[config.mk]
export PLATFORM = sky130hd
export DESIGN_NAME = key_encoder
export DESIGN_NICKNAME = d
export VERILOG_FILES = /design/src/rtl/key_encoder_pkg.sv /design/src/rtl/key_sync.sv /design/src/rtl/key_encoder.sv
export SDC_FILE = /design/constraint.sdc
export NUM_CORES = 1
export LEC_CHECK = 0
export BUFFER_PORTS_ARGS = -buffer_cell sky130_fd_sc_hd__buf_2
export CAP_MARGIN = 20
export CELL_PAD_IN_SITES_DETAIL_PLACEMENT = 2
export CELL_PAD_IN_SITES_GLOBAL_PLACEMENT = 2
export CORE_MARGIN = 3
export CORE_UTILIZATION = 39
export CTS_BUF_LIST = sky130_fd_sc_hd__clkbuf_4 sky130_fd_sc_hd__clkbuf_8
export DETAILED_ROUTE_END_ITERATION = 10
export PLACE_DENSITY = 0.82
export SLEW_MARGIN = 10
export SYNTH_ARGS = -nofsm -noshare
export SYNTH_HDL_FRONTEND = slang
export SYNTH_SLANG_ARGS = --single-unit
[constraint.sdc]
create_clock -name clk -period 2.7 [get_ports clk]
set_input_delay 0.135 -clock clk [delete_from_list [all_inputs] [get_ports clk]]
set_output_delay 0.135 -clock clk [all_outputs]
set_load 0.005 [all_outputs]
[src/rtl/key_encoder_pkg.sv]
// Shared types and helpers for the key_encoder block: state enum, key width,
// default debounce length and the 8-to-3 priority encoder.
package key_encoder_pkg;

    localparam int KEY_W             = 8;
    localparam int STABLE_CYCLES_DEF = 16;

    typedef enum logic {
        IDLE   = 1'b0,
        SETTLE = 1'b1
    } state_t;

    typedef struct packed {
        logic [2:0] y;
        logic       valid;
    } enc_t;

    // Ascending scan: the last set bit seen is the most significant one.
    function automatic enc_t prio_enc(input logic [KEY_W-1:0] v);
        enc_t r;
        r = '0;
        for (int i = 0; i < KEY_W; i++) begin
            if (v[i]) begin
                r.y     = 3'(i);
                r.valid = 1'b1;
            end
        end
        return r;
    endfunction

endpackage

[src/rtl/key_sync.sv]
// Two-flop synchronizer for the asynchronous key vector, cleared by rst.
module key_sync #(
    parameter int W = 8
) (
    input  logic         clk,
    input  logic         rst,
    input  logic [W-1:0] d,
    output logic [W-1:0] q
);

    logic [W-1:0] meta;

    // NOTE: non-blocking assignments keep the two stages a true shift; blocking would collapse them into one flop.
    always_ff @(posedge clk) begin
        if (rst) begin
            meta <= '0;
            q    <= '0;
        end else begin
            meta <= d;
            q    <= meta;
        end
    end

endmodule

[src/rtl/key_encoder.sv]
// Debounced priority encoder for an 8-bit key vector. Debouncing FSM is built
// only when KEY_ENCODER_DEBOUNCE_EN is defined; otherwise xs commits every edge.
module key_encoder
    import key_encoder_pkg::*;
#(
    parameter int STABLE_CYCLES = STABLE_CYCLES_DEF
) (
    input  logic             clk,
    input  logic             rst,
    input  logic [KEY_W-1:0] x,
    input  logic             en,
    output logic [2:0]       y,
    output logic             valid,
    output logic             upd
);

    if (STABLE_CYCLES < 2) begin : g_bad_param
        $error("key_encoder: STABLE_CYCLES must be at least 2");
    end

    logic [KEY_W-1:0] xs;
    logic [KEY_W-1:0] comm;
    enc_t             enc_next;

    key_sync #(.W(KEY_W)) u_sync (
        .clk (clk),
        .rst (rst),
        .d   (x),
        .q   (xs)
    );

`ifdef KEY_ENCODER_DEBOUNCE_EN
    localparam int                CNT_W    = $clog2(STABLE_CYCLES);
    localparam logic [CNT_W-1:0]  CNT_LAST = CNT_W'(STABLE_CYCLES - 1);

    state_t           state;
    logic [KEY_W-1:0] cand;
    logic [CNT_W-1:0] cnt;

    assign enc_next = prio_enc(cand);

    // y/valid always equal prio_enc(comm), so comparing against the old comm
    // tells whether this commit is visible on the outputs.
    always_ff @(posedge clk) begin
        if (rst) begin
            state <= IDLE;
            cand  <= '0;
            cnt   <= '0;
            comm  <= '0;
            y     <= '0;
            valid <= 1'b0;
            upd   <= 1'b0;
        end else begin
            upd <= 1'b0;
            if (!en) begin
                state <= IDLE;
                cnt   <= '0;
            end else begin
                case (state)
                    IDLE: begin
                        if (xs != comm) begin
                            cand  <= xs;
                            cnt   <= '0;
                            state <= SETTLE;
                        end
                    end
                    SETTLE: begin
                        if (xs != cand) begin
                            cand <= xs;
                            cnt  <= '0;
                        end else if (cnt != CNT_LAST) begin
                            cnt <= cnt + 1'b1;
                        end else begin
                            comm  <= cand;
                            y     <= enc_next.y;
                            valid <= enc_next.valid;
                            upd   <= (enc_next != prio_enc(comm));
                            state <= IDLE;
                        end
                    end
                    default: state <= IDLE;
                endcase
            end
        end
    end
`else
    assign enc_next = prio_enc(xs);

    always_ff @(posedge clk) begin
        if (rst) begin
            comm  <= '0;
            y     <= '0;
            valid <= 1'b0;
            upd   <= 1'b0;
        end else begin
            upd <= 1'b0;
            if (en) begin
                comm  <= xs;
                y     <= enc_next.y;
                valid <= enc_next.valid;
                upd   <= (enc_next != prio_enc(comm));
            end
        end
    end
`endif

endmodule
Yosys cells after proc, flatten, opt, wreduce, memory -nomap -nowiden:

Cells that the tools add are included.

* eq/ne operators: 1
* bitwise operators: 1
* multiplexer cells: 18
* reduce and logical (&&, ||, !) cells: 1

Operators by type and width (count)
* 2-to-1 mux 4 bit: 16
* inequality test 4 bit: 1
* 2-to-1 mux 1 bit: 2
* OR reduction 2 bit: 1
* inverter 1 bit: 1

* output and inout bits: 5
* logic and storage cells: 27
* bits of input ports: 11
* bits in registers: 29

Longest topological paths before layout:

Gate-level depths: netlist of the first run.

* depth after elaboration: 11
* depth in mapped cells: 5
* depth with buffers taken out: 5

Hierarchy:

A second synthesis of the first run with hierarchy kept.

* cell total of the unflattened synthesis: 100
* area total of the unflattened synthesis: 1076.0 um^2

By module, submodules not included
* key_encoder: cells each 67, sequential area each 260.2 um^2, area each 611.8 um^2, times used 1
* key_sync: cells each 33, sequential area each 320.3 um^2, area each 464.2 um^2, times used 1

Worst setup path after synthesis of the first run:

Ideal clock, no wire load.

* path type: reg2reg
* start: register comm[0]
* end: register upd
* buffers on the path: 0
* stages on the path, launching flop included: 6
* library setup time: 0.125 ns
* clock period less this slack: 1.113 ns
* data required time: 2.575 ns
* slack: 1.587 ns
* arrival: 0.989 ns
* cells stage by stage: dfxtp_1 nor4_1 xnor2_1 nand3_1 o21ai_1 a31oi_1

* cells in the longest elaborated chain, start to end: 11

RTL lines
* start: declaration: RTL line key_encoder.sv:22 `logic [KEY_W-1:0] comm;`
* start signal: assignment: RTL line key_encoder.sv:98 `comm <= xs;`
* 2-to-1 mux 1 bit: RTL line key_encoder_pkg.sv:23 `if (v[i]) begin`
* 2-to-1 mux 4 bit (7 in a row): RTL line key_encoder_pkg.sv:23
* 2-to-1 mux 4 bit: RTL line key_encoder.sv:97 `if (en) begin`
* 2-to-1 mux 4 bit: RTL line key_encoder.sv:90 `if (rst) begin`
* inequality test 4 bit: RTL line key_encoder.sv:101 `upd <= (enc_next != prio_enc(comm));`
* end signal: assignment: RTL line key_encoder.sv:101
* end: declaration: RTL line key_encoder.sv:14 `output logic upd`

No other way between the ends. The select of a mux whose other input is x is not followed.
A chain may end at the register's enable or synchronous reset.

Worst setup path after layout of the first run:

* start: register u_sync.q[4]
* end: register upd

* cells in the longest elaborated chain, start to end: 5

RTL lines
* start: declaration: RTL line key_sync.sv:8 `output logic [W-1:0] q`
* start signal: assignment: RTL line key_sync.sv:20 `q <= meta;`
* 2-to-1 mux 4 bit (4 in a row): RTL line key_encoder_pkg.sv:23
* inequality test 4 bit: RTL line key_encoder.sv:101

No other way between the ends.

==> flow_summary.ini, run 1 <==
[global_routing]
grt_max_degree = 30
track_usage_pct = 16.1
grt_pass1_wl_um = 3990
top_usage_layer = met2
use_met3_pct = 4.75
antenna_found_initial = 0
grt_use_met2_pct = 25.2
grt_pass1_vias = 819
met1_usage_pct = 20.4
grt-ovfl-total = 0

[cells_and_area]
fin_util_pct = 48.7
drive_gt1_share_pct = 20.8
final_cells = 150
diodes = 0
layout.nets = 130
syn_to_final_growth_pct = 17.9
final_area_um2 = 1220

[worst_setup_path]
cp-start-kind = register
r2r_setup_slack_ns = 1.37
worstPathMaxFanout = 4
cp-end-kind = register
cp_data_required_time_ns = 2.92
critical_path_class = register to register
crit_arrival_ns = 1.55

[timing]
period_share_pct = 49.2
fin_skew_ns = 0.0110
tns_ns = 0
tightest_slew_ns = 0.507
layout_min_cycle_time_ns = 1.33
setup_viol = 0
hold_viol = 0
hold_slack_ns = 0.0160
slew_viol_final = 0
fmax_ghz = 0.753
rsz0062_at_grt = false
relSlewSlack_pct = 66.2

[route]
via_per_inst = 5.14
drtIter0Drc = 14
vias = 771
route.detailed.drc = 0
firstDrtPassIters = 3
routedWlPerCell_um = 15.4
wl_um = 2310
drtAntennaViolNets = 0

[power_and_ir_drop]
p_leak_uw = 0.000507
peakVddDrop_mv = 0.505
power_density_nw_per_um2 = 738

[clock_tree]
cts-root-buf = clkbuf_4
cts_tree = yes
clockBufferDepth = 2
clkSinkCount = 29
cts_max_level = 2
cts_buffers = 5
clk_pin_slew_ns = 0.11
cts-resized-gates = 0
clk_latency_ns = 0.33
hold_buffers = 1
cts_setup_buffers = 0

[floorplanning]
start_util_pct = 41.3
die_area_um2 = 3300
core_um2 = 2500
chipHeight_um = 57.5
row_count = 18
die_w_um = 57.5
io_pins = 16

[synthesis]
synth_seq_cells = 29
yosysSeqAreaShare_pct = 56.2
synth_warnings = 0
synth.avg_cell_area_um2 = 10.2
synth.distinct_cells = 20
syn_nets = 112
syn-cell-area_um2 = 1030
syn_inst = 101

[status]
status = finished clean

[placement]
portBuffers = 15
dpl_cell_area_um2 = 1120
dp.cells = 141
place_congestion = 0.736

[flow_run]
maxCapViolations = 0

[min_path]
hold_path.class = input port to register
-- metal layers --
| metal | up-vias | share of wire [%] | wire length [um] |
|---|---|---|---|
| met3 | 4 | 4.0 | 92 |
| met4 | 0 | 1.2 | 27 |
| met1 | 378 | 47 | 1080 |
| li1 | 375 | - | - |
| met5 | - | 0 | 0 |
| met2 | 14 | 48 | 1110 |
-- cell usage in the layout, fill, tap and decap left out --
cell	n
nor4_1	2
mux2i_1	9
dlygate4sd3_1	1
nor4_2	1
nand3_1	1
clkbuf_4	5
bufinv_16	1
buf_2	15
nor2b_1	16
xnor2_1	3
o21ai_1	1
a211oi_1	2
a21oi_1	4
nor4_4	1
dfxtp_1	29
clkinv_4	1
inv_1	4
a311oi_1	1
a31oi_1	1
o31ai_1	2
clkinvlp_4	1
nor3_1	4
nor2_1	14
nand2b_1	1
-- cells in the mapped netlist --
cell type	count	area, um^2
a211oi_1	2	15.0
a21oi_1	4	20.0
a311oi_1	1	8.76
a31oi_1	1	6.26
buf_2	2	10.0
clkbuf_1	3	11.3
dfxtp_1	29	581
inv_1	4	15.0
mux2i_1	9	90.1
nand2b_1	1	6.26
nand3_1	1	5.00
nor2_1	14	52.6
nor2b_1	16	100
nor3_1	4	20.0
nor4_1	2	12.5
nor4_2	1	12.5
nor4_4	1	21.3
o21ai_1	1	5.00
o31ai_1	2	15.0
xnor2_1	3	26.3
-- worst max-delay path, stage by stage (launching register included) --
cell and delay, ns:
dfxtp_1 0.36, nor4_2 0.50, nand3_1 0.14, o21ai_1 0.12
a31oi_1 0.10
-- cells by family after synthesis --
family	share of synthesized area, %
AO/OA/AOI/OAI	6.78
flip-flops	56.2
multiplexers	8.72
AND/OR/NAND/NOR	22.3
XOR/XNOR	2.54
buffers and inverters	3.51
-- through the flow --
step | total power [uW] | setup slack, ns
CTS | 916 | 1.32
global placement | 542 | 1.46
finish | 899 | 1.37
floorplan | 522 | 1.59
global route | 952 | 1.25
detailed placement | 547 | 1.45
-- worst paths after layout --
kind	start	to	depth (start not counted)
worst min register to register	u_sync.meta[4]	u_sync.q[4]	1
worst min-delay path	x[1]	u_sync.meta[1]	2
worst max register to register	u_sync.q[4]	upd	4
worst max-delay path	u_sync.q[4]	upd	4
-- flip-flops by register name, summed over array words and instances, names as in the netlist --
register	count
upd	1
u_sync.q	8
y	3
valid	1
comm	8
u_sync.meta	8
-- where the power goes --
group | switching (uW) | internal, uW | total (uW)
clock network | 165 | 196 | 361
registers | 13.8 | 448 | 461
logic | 38.6 | 38.5 | 77.1
-- cell type report --
| type | count | area (um^2) |
|---|---|---|
| clock buffers | 5 | 37.5 |
| clock inverters | 3 | 46.3 |
| fillers | 267 | 1280 |
| inverters | 4 | 15.0 |
| multi-input cells | 63 | 417 |
| flip-flops and latches | 29 | 581 |
| well taps | 30 | 37.5 |
| repair buffers | 16 | 85.1 |
No activity file was read; power rests on OpenSTA's default activity.
==> run 2: changes to the inputs <==
--- a/config.mk
+++ b/config.mk
@@ -10,10 +10,10 @@
 export CELL_PAD_IN_SITES_DETAIL_PLACEMENT = 2
 export CELL_PAD_IN_SITES_GLOBAL_PLACEMENT = 2
 export CORE_MARGIN = 3
-export CORE_UTILIZATION = 39
+export CORE_UTILIZATION = 32
 export CTS_BUF_LIST = sky130_fd_sc_hd__clkbuf_4 sky130_fd_sc_hd__clkbuf_8
 export DETAILED_ROUTE_END_ITERATION = 10
-export PLACE_DENSITY = 0.82
+export PLACE_DENSITY = 0.72
 export SLEW_MARGIN = 10
 export SYNTH_ARGS = -nofsm -noshare
 export SYNTH_HDL_FRONTEND = slang
==> constraint.sdc (replaced) <==
create_clock -name clk -period 1.1 [get_ports clk]
set_input_delay 0.055 -clock clk [delete_from_list [all_inputs] [get_ports clk]]
set_output_delay 0.055 -clock clk [all_outputs]
set_load 0.005 [all_outputs]
==> flow_summary.ini, run 2 (same netlist as run 1, synthesis figures left out) <==
[route]
wl_um = 2510
routedWlPerCell_um = 14.2
drtIter0Drc = 7
vias = 822
drtAntennaViolNets = 0
firstDrtPassIters = 4
via_per_inst = 4.64
route.detailed.drc = 0

[timing]
slew_viol_final = 0
setup_viol = 3
rsz0062_at_grt = true
hold_viol = 0
layout_min_cycle_time_ns = 1.24
period_share_pct = 113
relSlewSlack_pct = 72.3
tightest_slew_ns = 0.415
setup_ws_ns = -0.141
fmax_ghz = 0.806
fin_skew_ns = 0.0160

[clock_tree]
cts_max_level = 2
cts_buffers = 5
clk_pin_slew_ns = 0.09
clockBufferDepth = 2
cts-root-buf = clkbuf_4
clk_latency_ns = 0.33
cts_tree = yes
clkSinkCount = 29

[cells_and_area]
final_common_cell = dfxtp_1
syn_to_final_growth_pct = 41.2
n_fill_cell = 301
regArea_um2 = 599
final_cell_mix = 22 x dfxtp_1, 16 x nor2b_1, 15 x buf_2, 13 x nor2_1, 9 x mux2i_1
layout.nets = 146
reg_top3 = comm: 8 flops, u_sync.meta: 8 flops, u_sync.q: 8 flops
diodes = 0
drive_gt1_share_pct = 38.5
multi_input_area_um2 = 493

[min_path]
holdPathStages = 2
min_to = u_sync.meta[1]
hold_path.class = input port to register
hp-start = rst

[worst_setup_path]
cp-start-kind = register
critical_path_class = register to register
r2r_setup_slack_ns = -0.14
crit_top_cell = nor3_2
crit_family = flip-flops
cp-end-kind = register
cp_num_cells = 6
reg2regPathDepth = 6
crit_slowest_cell = dfxtp_4
crit_arrival_ns = 1.45
crit_path_max_incr_delay_ns = 0.38
cp_data_required_time_ns = 1.31
r2r-start = u_sync.q[2]
worstPathMaxFanout = 4
crit_buf_inv = 1
path_cells = buf_6 > nor2_4 > nor3_2 > nor3_2 > xnor2_1 > a31oi_1
r2r_end = upd

[placement]
portBuffers = 15
place_congestion = 0.753
hpwlAfterDp_um = 1710
dp_slack_ns = -0.214

[global_routing]
grt-ovfl-total = 0
grt_max_degree = 20
grt_pass1_wl_um = 4410
track_usage_pct = 15.0
grt_pass1_vias = 936
antenna_found_initial = 0

[floorplanning]
core_um2 = 2920
start_util_pct = 35.3
row_count = 19
die_area_um2 = 3950
io_pins = 16
die_w_um = 62.8
chipHeight_um = 62.8

[power_and_ir_drop]
peakVddDrop_mv = 0.968
power_density_nw_per_um2 = 1530
power.total_uw = 2230
p_leak_uw = 0.000603

[status]
violations = setup timing
status = finished with violations

[flow_run]
maxCapViolations = 0
==> run 2: changes by cell type in the layout (fill, tap and decap cells not counted), sizes merged <==
cell / delta
buf: +9
clkinvlp: -1
dlygate4sd3: +7
==> run 2: power breakdown <==
group          internal, uW  total (uW)  switching [uW]
Clock                   462         830             367
Combinational           153         270             117
Sequential             1090        1130            39.9
Total                  1710        2230             525
==> run 2: worst max path at each step <==
stage                startpoint  end
finish              u_sync.q[2]  upd
global placement    u_sync.q[1]  upd
floorplan           u_sync.q[3]  upd
detailed placement  u_sync.q[2]  upd
global route        u_sync.q[2]  upd
CTS                 u_sync.q[0]  upd
==> run 2: timing repair <==
action                                  4_1_cts  5_1_grt
hold buffers                                  8        0
pin swaps                                     4        9
gates resized for setup                      12       13
endpoints found under the hold margin         8        0
endpoints found under the setup margin        5        5
setup buffers                                 2        1
==> run 2: final cells by class <==
class	count	share of cell area, %
Clock buffer	5	2.57
Clock inverter	2	2.40
Inverter	4	1.03
Multi-Input combinational cell	63	33.8
Sequential cell	29	41.1
Tap cell	42	3.60
Timing Repair Buffer	32	15.5
==> run 2: metal layers <==
metal	vias up	global-route usage, %	wire [um]
met5	-	0	0
met4	0	7.44	20
met1	396	14.4	1020
li1	403	-	-
met2	21	27.4	1360
met3	2	6.12	102
==> run 2: metrics by stage <==
stage | hold slack [ns] | cell area, um^2 | utilization (%) | std cells | TNS (ns)
finish | 0.123 | 1460 | 49.9 | 177 | -0.278
global route | 0.119 | 1460 | 49.9 | 177 | -0.596
CTS | 0.113 | 1400 | 47.9 | 176 | -0.149
detailed placement | 0.271 | 1200 | 41.0 | 160 | -0.499
global placement | 0.261 | 1200 | 41.0 | 160 | -0.248
floorplan | 0.183 | 1040 | - | 101 | -0.00535
